[src/rtl/clock_trig_multi_pkg.sv]
// Shared definitions for the multi-channel clock trigger: widths, channel state
// encoding and the per-channel configuration record latched at run start.
package clock_trig_multi_pkg;

    localparam int N_CH    = 4;
    localparam int GAP_W   = 32;
    localparam int WID_W   = 8;
    localparam int BURST_W = 16;

    typedef enum logic [1:0] {
        ST_IDLE  = 2'd0,
        ST_DELAY = 2'd1,
        ST_RUN   = 2'd2,
        ST_DONE  = 2'd3
    } chan_state_e;

    typedef struct packed {
        logic [GAP_W-1:0]   gap;
        logic [GAP_W-1:0]   offset;
        logic [WID_W-1:0]   width;
        logic [BURST_W-1:0] burst;
    } chan_cfg_t;

endpackage

[src/rtl/clock_trig_multi_if.sv]
// Configuration and trigger-output bundle between the run controller (master)
// and the trigger generator (slave).
interface clock_trig_multi_if;
    import clock_trig_multi_pkg::*;

    logic                    in_live;
    logic [N_CH-1:0]         ch_en;
    logic [N_CH*GAP_W-1:0]   user_gap;
    logic [N_CH*GAP_W-1:0]   user_offset;
    logic [N_CH*WID_W-1:0]   user_width;
    logic [N_CH*BURST_W-1:0] user_burst;
    logic [N_CH-1:0]         out;
    logic                    out_any;
    logic [N_CH*BURST_W-1:0] trig_cnt;
    logic [N_CH-1:0]         burst_done;

    modport master (
        output in_live, ch_en, user_gap, user_offset, user_width, user_burst,
        input  out, out_any, trig_cnt, burst_done
    );

    modport slave (
        input  in_live, ch_en, user_gap, user_offset, user_width, user_burst,
        output out, out_any, trig_cnt, burst_done
    );

endinterface

[src/rtl/clock_trig_multi_chan.sv]
// One trigger channel: start delay, periodic phase counter, pulse-width stretcher
// and saturating pulse counter with optional finite burst.
module clock_trig_multi_chan
    import clock_trig_multi_pkg::*;
(
    input  logic               clk,
    input  logic               rst,
    input  logic               i_live,
    input  logic               i_en,
    input  chan_cfg_t          i_cfg,
    output logic               o_out,
    output logic               o_out_nxt,
    output logic [BURST_W-1:0] o_trig_cnt,
    output logic               o_burst_done
);

    chan_state_e        r_state, w_state_nxt;
    chan_cfg_t          r_cfg, w_cfg;
    logic [GAP_W-1:0]   r_phase, w_phase_nxt;
    logic [WID_W-1:0]   r_wcnt, w_wcnt_nxt, w_wid_eff;
    logic [BURST_W-1:0] r_trig_cnt, w_trig_nxt;
    logic               r_out, r_burst_done, w_fire, w_out_nxt;

    // On the run-start edge the live inputs are used so an offset of 0 fires immediately.
    assign w_cfg     = (r_state == ST_IDLE) ? i_cfg : r_cfg;
    assign w_wid_eff = (w_cfg.width == '0) ? WID_W'(1) : w_cfg.width;

    always_comb begin
        // NOTE: every signal gets a default first so no path through this block infers a latch.
        w_state_nxt = r_state;
        w_phase_nxt = r_phase;
        w_trig_nxt  = r_trig_cnt;
        w_wcnt_nxt  = r_wcnt;
        w_out_nxt   = 1'b0;
        w_fire      = 1'b0;

        case (r_state)
            ST_IDLE: begin
                if (i_en) begin
                    if (w_cfg.offset == '0) begin
                        w_fire = 1'b1;
                    end else begin
                        w_state_nxt = ST_DELAY;
                        w_phase_nxt = GAP_W'(1);
                    end
                end
            end
            ST_DELAY: begin
                if (r_phase == w_cfg.offset) w_fire = 1'b1;
                else                         w_phase_nxt = r_phase + GAP_W'(1);
            end
            ST_RUN: begin
                if (r_phase == '0)             w_fire = 1'b1;
                else if (r_phase == w_cfg.gap) w_phase_nxt = '0;
                else                           w_phase_nxt = r_phase + GAP_W'(1);
            end
            default: ;
        endcase

        if (w_fire) begin
            w_state_nxt = ST_RUN;
            w_phase_nxt = (w_cfg.gap == '0) ? '0 : GAP_W'(1);
            if (r_trig_cnt != '1) w_trig_nxt = r_trig_cnt + BURST_W'(1);
            if (w_cfg.burst != '0 && w_trig_nxt == w_cfg.burst) w_state_nxt = ST_DONE;
            w_out_nxt  = 1'b1;
            w_wcnt_nxt = w_wid_eff - WID_W'(1);
        end else if (r_wcnt != '0) begin
            w_out_nxt  = 1'b1;
            w_wcnt_nxt = r_wcnt - WID_W'(1);
        end

        if (!i_live) begin
            w_state_nxt = ST_IDLE;
            w_phase_nxt = '0;
            w_trig_nxt  = '0;
            w_wcnt_nxt  = '0;
            w_out_nxt   = 1'b0;
        end
    end

    // NOTE: sequential state uses non-blocking assignment so all registers update together.
    always_ff @(posedge clk or posedge rst) begin
        if (rst) begin
            r_state      <= ST_IDLE;
            r_cfg        <= '0;
            r_phase      <= '0;
            r_wcnt       <= '0;
            r_trig_cnt   <= '0;
            r_out        <= 1'b0;
            r_burst_done <= 1'b0;
        end else begin
            if (r_state == ST_IDLE && i_live) r_cfg <= i_cfg;
            r_state      <= w_state_nxt;
            r_phase      <= w_phase_nxt;
            r_wcnt       <= w_wcnt_nxt;
            r_trig_cnt   <= w_trig_nxt;
            r_out        <= w_out_nxt;
            r_burst_done <= (w_state_nxt == ST_DONE);
        end
    end

    assign o_out        = r_out;
    assign o_out_nxt    = w_out_nxt;
    assign o_trig_cnt   = r_trig_cnt;
    assign o_burst_done = r_burst_done;

endmodule

[src/rtl/clock_trig_multi.sv]
// N-channel periodic trigger generator: independent channels plus a registered
// OR of all channel pulses aligned with the per-channel outputs.
module clock_trig_multi
    import clock_trig_multi_pkg::*;
(
    input  logic               clk,
    input  logic               rst,
    clock_trig_multi_if.slave  bus
);

    logic [N_CH-1:0]         w_out;
    logic [N_CH-1:0]         w_out_nxt;
    logic [N_CH-1:0]         w_burst_done;
    logic [N_CH*BURST_W-1:0] w_trig_cnt;
    logic                    r_out_any;

    for (genvar c = 0; c < N_CH; c++) begin : g_ch
        chan_cfg_t w_cfg;

        assign w_cfg = '{
            gap:    bus.user_gap[c*GAP_W +: GAP_W],
            offset: bus.user_offset[c*GAP_W +: GAP_W],
            width:  bus.user_width[c*WID_W +: WID_W],
            burst:  bus.user_burst[c*BURST_W +: BURST_W]
        };

        clock_trig_multi_chan u_chan (
            .clk          (clk),
            .rst          (rst),
            .i_live       (bus.in_live),
            .i_en         (bus.ch_en[c]),
            .i_cfg        (w_cfg),
            .o_out        (w_out[c]),
            .o_out_nxt    (w_out_nxt[c]),
            .o_trig_cnt   (w_trig_cnt[c*BURST_W +: BURST_W]),
            .o_burst_done (w_burst_done[c])
        );
    end

    // Built from the next-state bits so out_any has no extra latency against out.
    always_ff @(posedge clk or posedge rst) begin
        if (rst) r_out_any <= 1'b0;
        else     r_out_any <= |w_out_nxt;
    end

    assign bus.out        = w_out;
    assign bus.out_any    = r_out_any;
    assign bus.trig_cnt   = w_trig_cnt;
    assign bus.burst_done = w_burst_done;

endmodule

[src/flat_wrapper.sv]
// flat-port wrapper written by rule: the top's interface ports become plain ports
module clock_trig_multi_flat import clock_trig_multi_pkg::*;
  (clk, rst, bus_in_live, bus_ch_en, bus_user_gap, bus_user_offset, bus_user_width, bus_user_burst, bus_out, bus_out_any, bus_trig_cnt, bus_burst_done);
  clock_trig_multi_if bus_i ();
  input  logic clk;
  input  logic rst;
  input wire logic [$bits(bus_i.in_live)-1:0] bus_in_live;
  input wire logic [$bits(bus_i.ch_en)-1:0] bus_ch_en;
  input wire logic [$bits(bus_i.user_gap)-1:0] bus_user_gap;
  input wire logic [$bits(bus_i.user_offset)-1:0] bus_user_offset;
  input wire logic [$bits(bus_i.user_width)-1:0] bus_user_width;
  input wire logic [$bits(bus_i.user_burst)-1:0] bus_user_burst;
  output wire logic [$bits(bus_i.out)-1:0] bus_out;
  output wire logic [$bits(bus_i.out_any)-1:0] bus_out_any;
  output wire logic [$bits(bus_i.trig_cnt)-1:0] bus_trig_cnt;
  output wire logic [$bits(bus_i.burst_done)-1:0] bus_burst_done;
  assign bus_i.in_live = bus_in_live;
  assign bus_i.ch_en = bus_ch_en;
  assign bus_i.user_gap = bus_user_gap;
  assign bus_i.user_offset = bus_user_offset;
  assign bus_i.user_width = bus_user_width;
  assign bus_i.user_burst = bus_user_burst;
  assign bus_out = bus_i.out;
  assign bus_out_any = bus_i.out_any;
  assign bus_trig_cnt = bus_i.trig_cnt;
  assign bus_burst_done = bus_i.burst_done;
  clock_trig_multi u_core (.clk(clk), .rst(rst), .bus(bus_i));
endmodule
[config.mk]
export PLATFORM = sky130hd
export DESIGN_NAME = clock_trig_multi_flat
export DESIGN_NICKNAME = d
export VERILOG_FILES = /design/src/rtl/clock_trig_multi_pkg.sv /design/src/rtl/clock_trig_multi_if.sv /design/src/rtl/clock_trig_multi_chan.sv /design/src/rtl/clock_trig_multi.sv /design/src/flat_wrapper.sv
export SDC_FILE = /design/constraint.sdc
export NUM_CORES = 2
export LEC_CHECK = 0
export CORE_UTILIZATION = 62
export DETAILED_ROUTE_END_ITERATION = 10
export GPL_TIMING_DRIVEN = 0
export PLACE_DENSITY = 0.95
export SLEW_MARGIN = 15
export SYNTH_ARGS = -nofsm -noshare
export SYNTH_HDL_FRONTEND = slang
export SYNTH_SLANG_ARGS = --single-unit
[constraint.sdc]
create_clock -name clk -period 44.6 [get_ports clk]
set_input_delay 8.92 -clock clk [delete_from_list [all_inputs] [get_ports clk]]
set_output_delay 8.92 -clock clk [all_outputs]
set_load 0.05 [all_outputs]
; Word-level counts from Yosys, hierarchy flattened
; Index checks and enable logic that the tools add are counted.
[op_classes]
add_sub_neg = 16
eq_ne = 56
muxes = 128
n_reduce_logical = 41
[op_table]
columns = operator, n
row1 = 32-bit two-way mux, 28
row2 = 32-bit zero test, 12
row3 = 32-bit one-hot mux with 3 select lines, 4
row4 = 88-bit two-way mux, 4
row5 = 32-bit equality test, 8
row6 = 16-bit two-way mux, 16
row7 = "32-bit by 1-bit adder with 32-bit output, second input constant", 4
row8 = 8-bit two-way mux, 16
row9 = "16-bit by 1-bit adder with 16-bit output, second input constant", 4
row10 = 16-bit equality test, 4
row11 = "16-bit != test, second input constant", 4
row12 = "4-bit != test, second input constant", 16
row13 = 16-bit nonzero test, 4
row14 = "8-bit by 1-bit subtractor with 8-bit output, second input constant", 8
row15 = 2-bit two-way mux, 20
row16 = 1-bit two-way mux, 36
row17 = 8-bit zero test, 4
row18 = 8-bit nonzero test, 4
row19 = "5-bit by 1-bit != test with 1-bit output, second input constant", 4
row20 = 5-bit AND reduction, 4
row21 = "2-bit equality test, second input constant", 8
row22 = "3-bit by 1-bit != test with 1-bit output, second input constant", 4
row23 = 1-bit one-hot mux with 3 select lines, 4
row24 = "2-bit by 1-bit equality test with 1-bit output, second input constant", 4
row25 = other kinds (4), 17
[word_totals]
ff_bits = 593
inputBits = 359

; Depth between registers and ports, before layout
[depth]
ltp_word = 13
depth_mapped = 21
mapped_depth_nobuf = 18

; Modules after synthesis
; Synthesis repeated with hierarchy kept, for this count alone.
[unflattened]
hier_cells = 3764
area_unflattened_um2 = 37881.3
[by_module_without_submodules]
columns = module, instances, cells_per_inst, area_per_inst_um2, seq_area_each_um2
row1 = clock_trig_multi_chan at u_core.g_ch[0].u_chan ..., 2, 928, 9339.0, 3703.6
row2 = clock_trig_multi_chan at u_core.g_ch[3].u_chan, 1, 969, 9719.3, 3703.6
row3 = clock_trig_multi_chan at u_core.g_ch[2].u_chan, 1, 936, 9447.8, 3703.6
row4 = clock_trig_multi, 1, 3, 36.3, 25.0

; Worst setup path before layout
; No wires, ideal clock.
[synth_timing]
path_kind = input to register
from = input port bus_user_offset[8]
to = register u_core.g_ch[0].u_chan.r_wcnt[4]
setup_ns = 0.160
arrival_time_ns = 11.888
required_ns = 44.440
path_slack_ns = 32.552
cell_stages = 15
cell_sequence = or4b_2 > o22a_1 > nor2_1 > nand3_1 > nor2_1 > o31a_1 > clkbuf_1 > clkbuf_1 > mux2i_1 > ha_1 > nor3b_1 > xnor2_1 > nor2_1 > a21oi_1 > nor2_1
[synth_between]
elab_chain_len = 7
[synth_lines]
columns = element, line_no
row1 = "start, declared", flat_wrapper.sv:10  ; input wire logic [$bits(bus_i.user_offset)-1:0] bus_user_offset;
row2 = 88-bit two-way mux *, clock_trig_multi_chan.sv:25  ; assign w_cfg = (r_state == ST_IDLE) ? i_cfg : r_cfg;
row3 = 32-bit zero test, clock_trig_multi_chan.sv:40  ; if (w_cfg.offset == '0) begin
row4 = 1-bit two-way mux, clock_trig_multi_chan.sv:40
row5 = 1-bit two-way mux, clock_trig_multi_chan.sv:39  ; if (i_en) begin
row6 = 1-bit one-hot mux with 3 select lines *, clock_trig_multi_chan.sv:37  ; case (r_state)
row7 = 8-bit two-way mux, clock_trig_multi_chan.sv:60  ; if (w_fire) begin
row8 = 8-bit two-way mux, clock_trig_multi_chan.sv:72  ; if (!i_live) begin
row9 = "end signal, assigned", clock_trig_multi_chan.sv:95  ; r_wcnt <= w_wcnt_nxt;
row10 = "end, declared", clock_trig_multi_chan.sv:20  ; logic [WID_W-1:0] r_wcnt, w_wcnt_nxt, w_wid_eff;
; Mark *: on every way between the ends. The rest lies on a longest branch, timed or not.
; A chain may end at the register's enable or synchronous reset.

; Final worst setup path
[layout_timing]
from = input port bus_user_offset[126]
to = register u_core.g_ch[3].u_chan.r_wcnt[6]
[layout_between]
elab_chain_len = 7
[layout_lines]
columns = element, line_no
row1 = 88-bit two-way mux *, clock_trig_multi_chan.sv:25
row2 = 32-bit zero test, clock_trig_multi_chan.sv:40
row3 = 1-bit two-way mux, clock_trig_multi_chan.sv:40
row4 = 1-bit two-way mux, clock_trig_multi_chan.sv:39
row5 = 1-bit one-hot mux with 3 select lines *, clock_trig_multi_chan.sv:37
row6 = 8-bit two-way mux, clock_trig_multi_chan.sv:60
row7 = 8-bit two-way mux, clock_trig_multi_chan.sv:72
row8 = "end signal, assigned", clock_trig_multi_chan.sv:95
row9 = "end, declared", clock_trig_multi_chan.sv:20
; Marks and branches as above.

==> flow_summary_export.csv <==
group,metric,value,unit
pwr,power.net_switching,0.000483,W
drt,post_drt_via_cell_ratio,6.78,
yosys,synth.avg_cell_area,9.76,µm²
yosys,synth_largest_area_cell,"dfrtp_1",
yosys,synth_top_family_by_area,"multiplexers",
clocking,cts-buffers-inserted,66,
yosys,async_flop_share,1.00,
clocking,root_buffer,"clkbuf_16",
place,finalWeightedCongestion,1.03,
setup_path,path_class,"in -> reg",
yosys,yosys-top-cells-count,"dfrtp_1 (593), mux2i_1 (378), mux2_2 (361)",
global_route,maximum_number_of_pins_on_one_net_before_global_route_repair,115,
setup_path,start_kind,"input port",
place,post_dp_cell_area,43000,µm²
sta,fin_crit_sh,0.289,
place,portBuffers,430,
yosys,syn_area,37500,µm²
place,detailedPlacementHpwl,91300,µm
yosys,synth-warning-count,0,
run_status,status,"complete, no violations",
clocking,post-cts-setup-buffer-count,0,
min_path,min_path_type,"reg -> reg",
setup_path,critical_path_arrival,13400,ps
global_route,grt.total_usage,0.402,
drt,detail_route.first_pass.iterations,7,
sta,timing.final.setup_violations,0,
global_route,global_route.overflow_total,0,
yosys,mapped_nets,4237,
layout,fill_cells,3780,
pwr,power.share.clock,0.353,
yosys,post_synth_xor_area_fraction,0.0952,
clocking,cts_repair_resize_count,0,
pwr,max_vdd_drop,45.4,µV
pwr,power_switching_share,0.306,
drt,drcViolationCount,0,
sta,fin_hold_ws,507,ps
run,drv.max_cap_violation_count,0,
yosys,synth_top_cells_by_area,"dfrtp_1 (40%), mux2_2 (11%), mux2i_1 (10%), xnor2_1 (6.7%), nor4_1 (3.2%)",
floorplanning,die_y,248,µm
sta,worst_pin_slew,1280,ps
layout,post_route_cells_drive_above_1_share,0.132,
place,placed_cells_incl_taps,5057,
yosys,synth-seq-area-share,0.395,
sta,relSlewSlack,0.149,
floorplanning,rows,89,
floorplanning,initial_utilization,0.631,
setup_path,cp_max_fo,10,
sta,unrepaired_setup_endpoints_after_global_routing,"false",
global_route,vias_in_the_first_global_route,34700,
pwr,comb_power_share,0.233,
sta,clock-skew-final,20.8,ps
pwr,internal-power,0.00110,W
floorplanning,horizontal_extent_of_the_die,248,µm
clocking,clock_sink_count,593,
sta,fmax,0.0775,GHz
clocking,clk_latency,630,ps
sta,final_max_slew_viols,0,
pwr,pwr-share-seq,0.414,
sta,timing.final.hold_violations,0,
layout,stdcell_count,5179,
layout,finish.instance_area,45200,µm²
yosys,synth.distinct_cells,77,
clocking,cts_max_level,3,
yosys,yosysTopAreaCellShare,0.395,
drt,ant_nets,0,
floorplanning,io-pin-count,432,
setup_path,end_kind,"flip-flop",
drt,dr_total_vias,35100,
yosys,cells_after_synth,3846,
sta,setup_total_negative_slack,0,ps
yosys,area_share_of_and_or_nand_nor_cells_after_synthesis,0.177,
global_route,antenna_found_initial,5,
global_route,global_route_wire_length_before_repair,192000,µm
setup_path,cp_data_required_time,45090,ps
pwr,static-leakage-power,19.0,nW
drt,postRouteWirelength,126000,µm
yosys,post-synth-top-count-cell,"dfrtp_1",
pwr,power.total,0.00158,W
pwr,pd_cells,35.0,nW/µm²
floorplanning,core-area,59500,µm²
yosys,ys_seq_elements,593,
drt,detail_route.wl_per_cell,24.3,µm
yosys,postSynth.topFlopCell,"dfrtp_1",
layout,design.final.nets,4743,
sta,min_tclk_post_route,12910,ps
clocking,tritoncts,"done",
clocking,clkTransAtPathRegs,70,ps
clocking,buffer_levels_on_the_longest_clock_path,3,
yosys,post_synth_fa_ha_maj_area_fraction,0.0107,
floorplanning,design.die.area,61600,µm²
yosys,synthMuxAreaShare,0.209,
yosys,synth_compound_gate_area_share,0.0757,
clocking,cts_hold_buffers,0,
drt,detail_route.iter0.violations,4547,
layout,syn2layout_area_growth,20.4,%
yosys,synth-edff-count,0,
cells by family after synthesis:
| group | Yosys count |
|---|---|
| simple gates | 1269 |
| mux | 739 |
| flops | 593 |
| compound gates | 467 |
| xor+xnor | 408 |
| buf+inv | 338 |
| fa+ha+maj | 32 |
power by group through the flow:
stage          logic, W  clock network, W  registers, W
5_1_grt        0.000392          0.000581      0.000660
3_3_place_gp   0.000341                 0      0.000654
4_1_cts        0.000362          0.000557      0.000651
6_report       0.000368          0.000558      0.000655
3_5_place_dp   0.000357                 0      0.000659
2_1_floorplan  0.000244                 0      0.000646
final cells by class:
type                       count  area [µm²]  share of cell area
antenna                        4        10.0            0.000221
clock inverter                23         253             0.00559
inverter                      78         300             0.00664
timing repair buffer         438        4480              0.0992
tap                          773         967              0.0214
clock buffer                  95        1900              0.0421
buffer                       260        1120              0.0247
multi-input combinational   2915       21300               0.472
sequential                   593       14800               0.328
worst max-delay path: stages:
cell and delay (ps):
clkdlybuf4s50_1 460, mux2i_1 360, xnor2_1 160, or4_1 530, or4_1 410, o31ai_1 780, buf_2 420, mux2i_1 280
ha_1 310, nand2_1 90, nor2_1 170, xor2_1 180, nor2_1 60, a21oi_1 200, nor2_1 70
sequential cells by signal, indices dropped and copies added (netlist names):
signal / cells
u_core.g_ch.u_chan.r_phase: 128
u_core.g_ch.u_chan.o_out: 4
u_core.g_ch.u_chan.o_trig_cnt: 64
u_core.g_ch.u_chan.r_state: 8
u_core.g_ch.u_chan.r_wcnt: 32
u_core.bus.out_any: 1
u_core.g_ch.u_chan.r_cfg: 352
u_core.g_ch.u_chan.o_burst_done: 4
through the flow:
step / utilization / setup slack, ps
global placement: 0.720 / 12200
floorplan: - / 19080
global route: 0.760 / 31490
detailed placement: 0.723 / 31150
finish: 0.760 / 31690
CTS: 0.760 / 31770
layer usage:
layer	GRT usage	part of all wire	vias to the layer above
met4	0.233	0.063	0
met2	0.618	0.44	2609
met3	0.113	0.12	656
met5	0	0	-
li1	-	-	15000
met1	0.509	0.37	16800
path summary, 6_finish.rpt:
path / start / endpoint / slack, ps / cells after the start
setup / recovery: bus_user_offset[126] / u_core.g_ch[3].u_chan.r_wcnt[6]$_DFFE_PP0P_ / 31690 / 15
hold / removal: u_core.g_ch[1].u_chan.r_cfg[20]$_DFFE_PP0P_ / u_core.g_ch[1].u_chan.r_cfg[20]$_DFFE_PP0P_ / 510 / 1
setup reg to reg: u_core.g_ch[0].u_chan.r_state[0]$_DFF_PP0_ / u_core.g_ch[0].u_chan.r_wcnt[4]$_DFFE_PP0P_ / 39080 / 19
hold reg to reg: u_core.g_ch[1].u_chan.r_cfg[20]$_DFFE_PP0P_ / u_core.g_ch[1].u_chan.r_cfg[20]$_DFFE_PP0P_ / 510 / 1
max in group asynchronous: rst / u_core.g_ch[2].u_chan.o_trig_cnt[8]$_DFFE_PP0P_ / 34170 / 5
min in group asynchronous: rst / u_core.g_ch[3].u_chan.r_cfg[49]$_DFFE_PP0P_ / 8750 / 2
cell usage in the layout (no fill, tap or decap), drive strengths merged, types with 7 or more instances in the layout:
master and count:
or4 36, nand3 141, and2 21, a21oi 120, xnor2 288, mux2 361
nand2 210, a211oi 16, nor4 193, nor3 122, a311oi 7, nor4b 11
clkinv 16, o21ai 177, clkdlybuf4s50 430, ha 32, inv 81, or4b 9
o22ai 10, mux2i 378, nor2 254, nand2b 18, clkbuf 248, o311ai 8
a31oi 22, and3 56, o31ai 23, xor2 120, nand3b 7, nand4 103
o211ai 10, or3 50, buf 115, o41ai 8, dfrtp 593, or2 13
No activity file was read; power rests on OpenSTA's default activity.
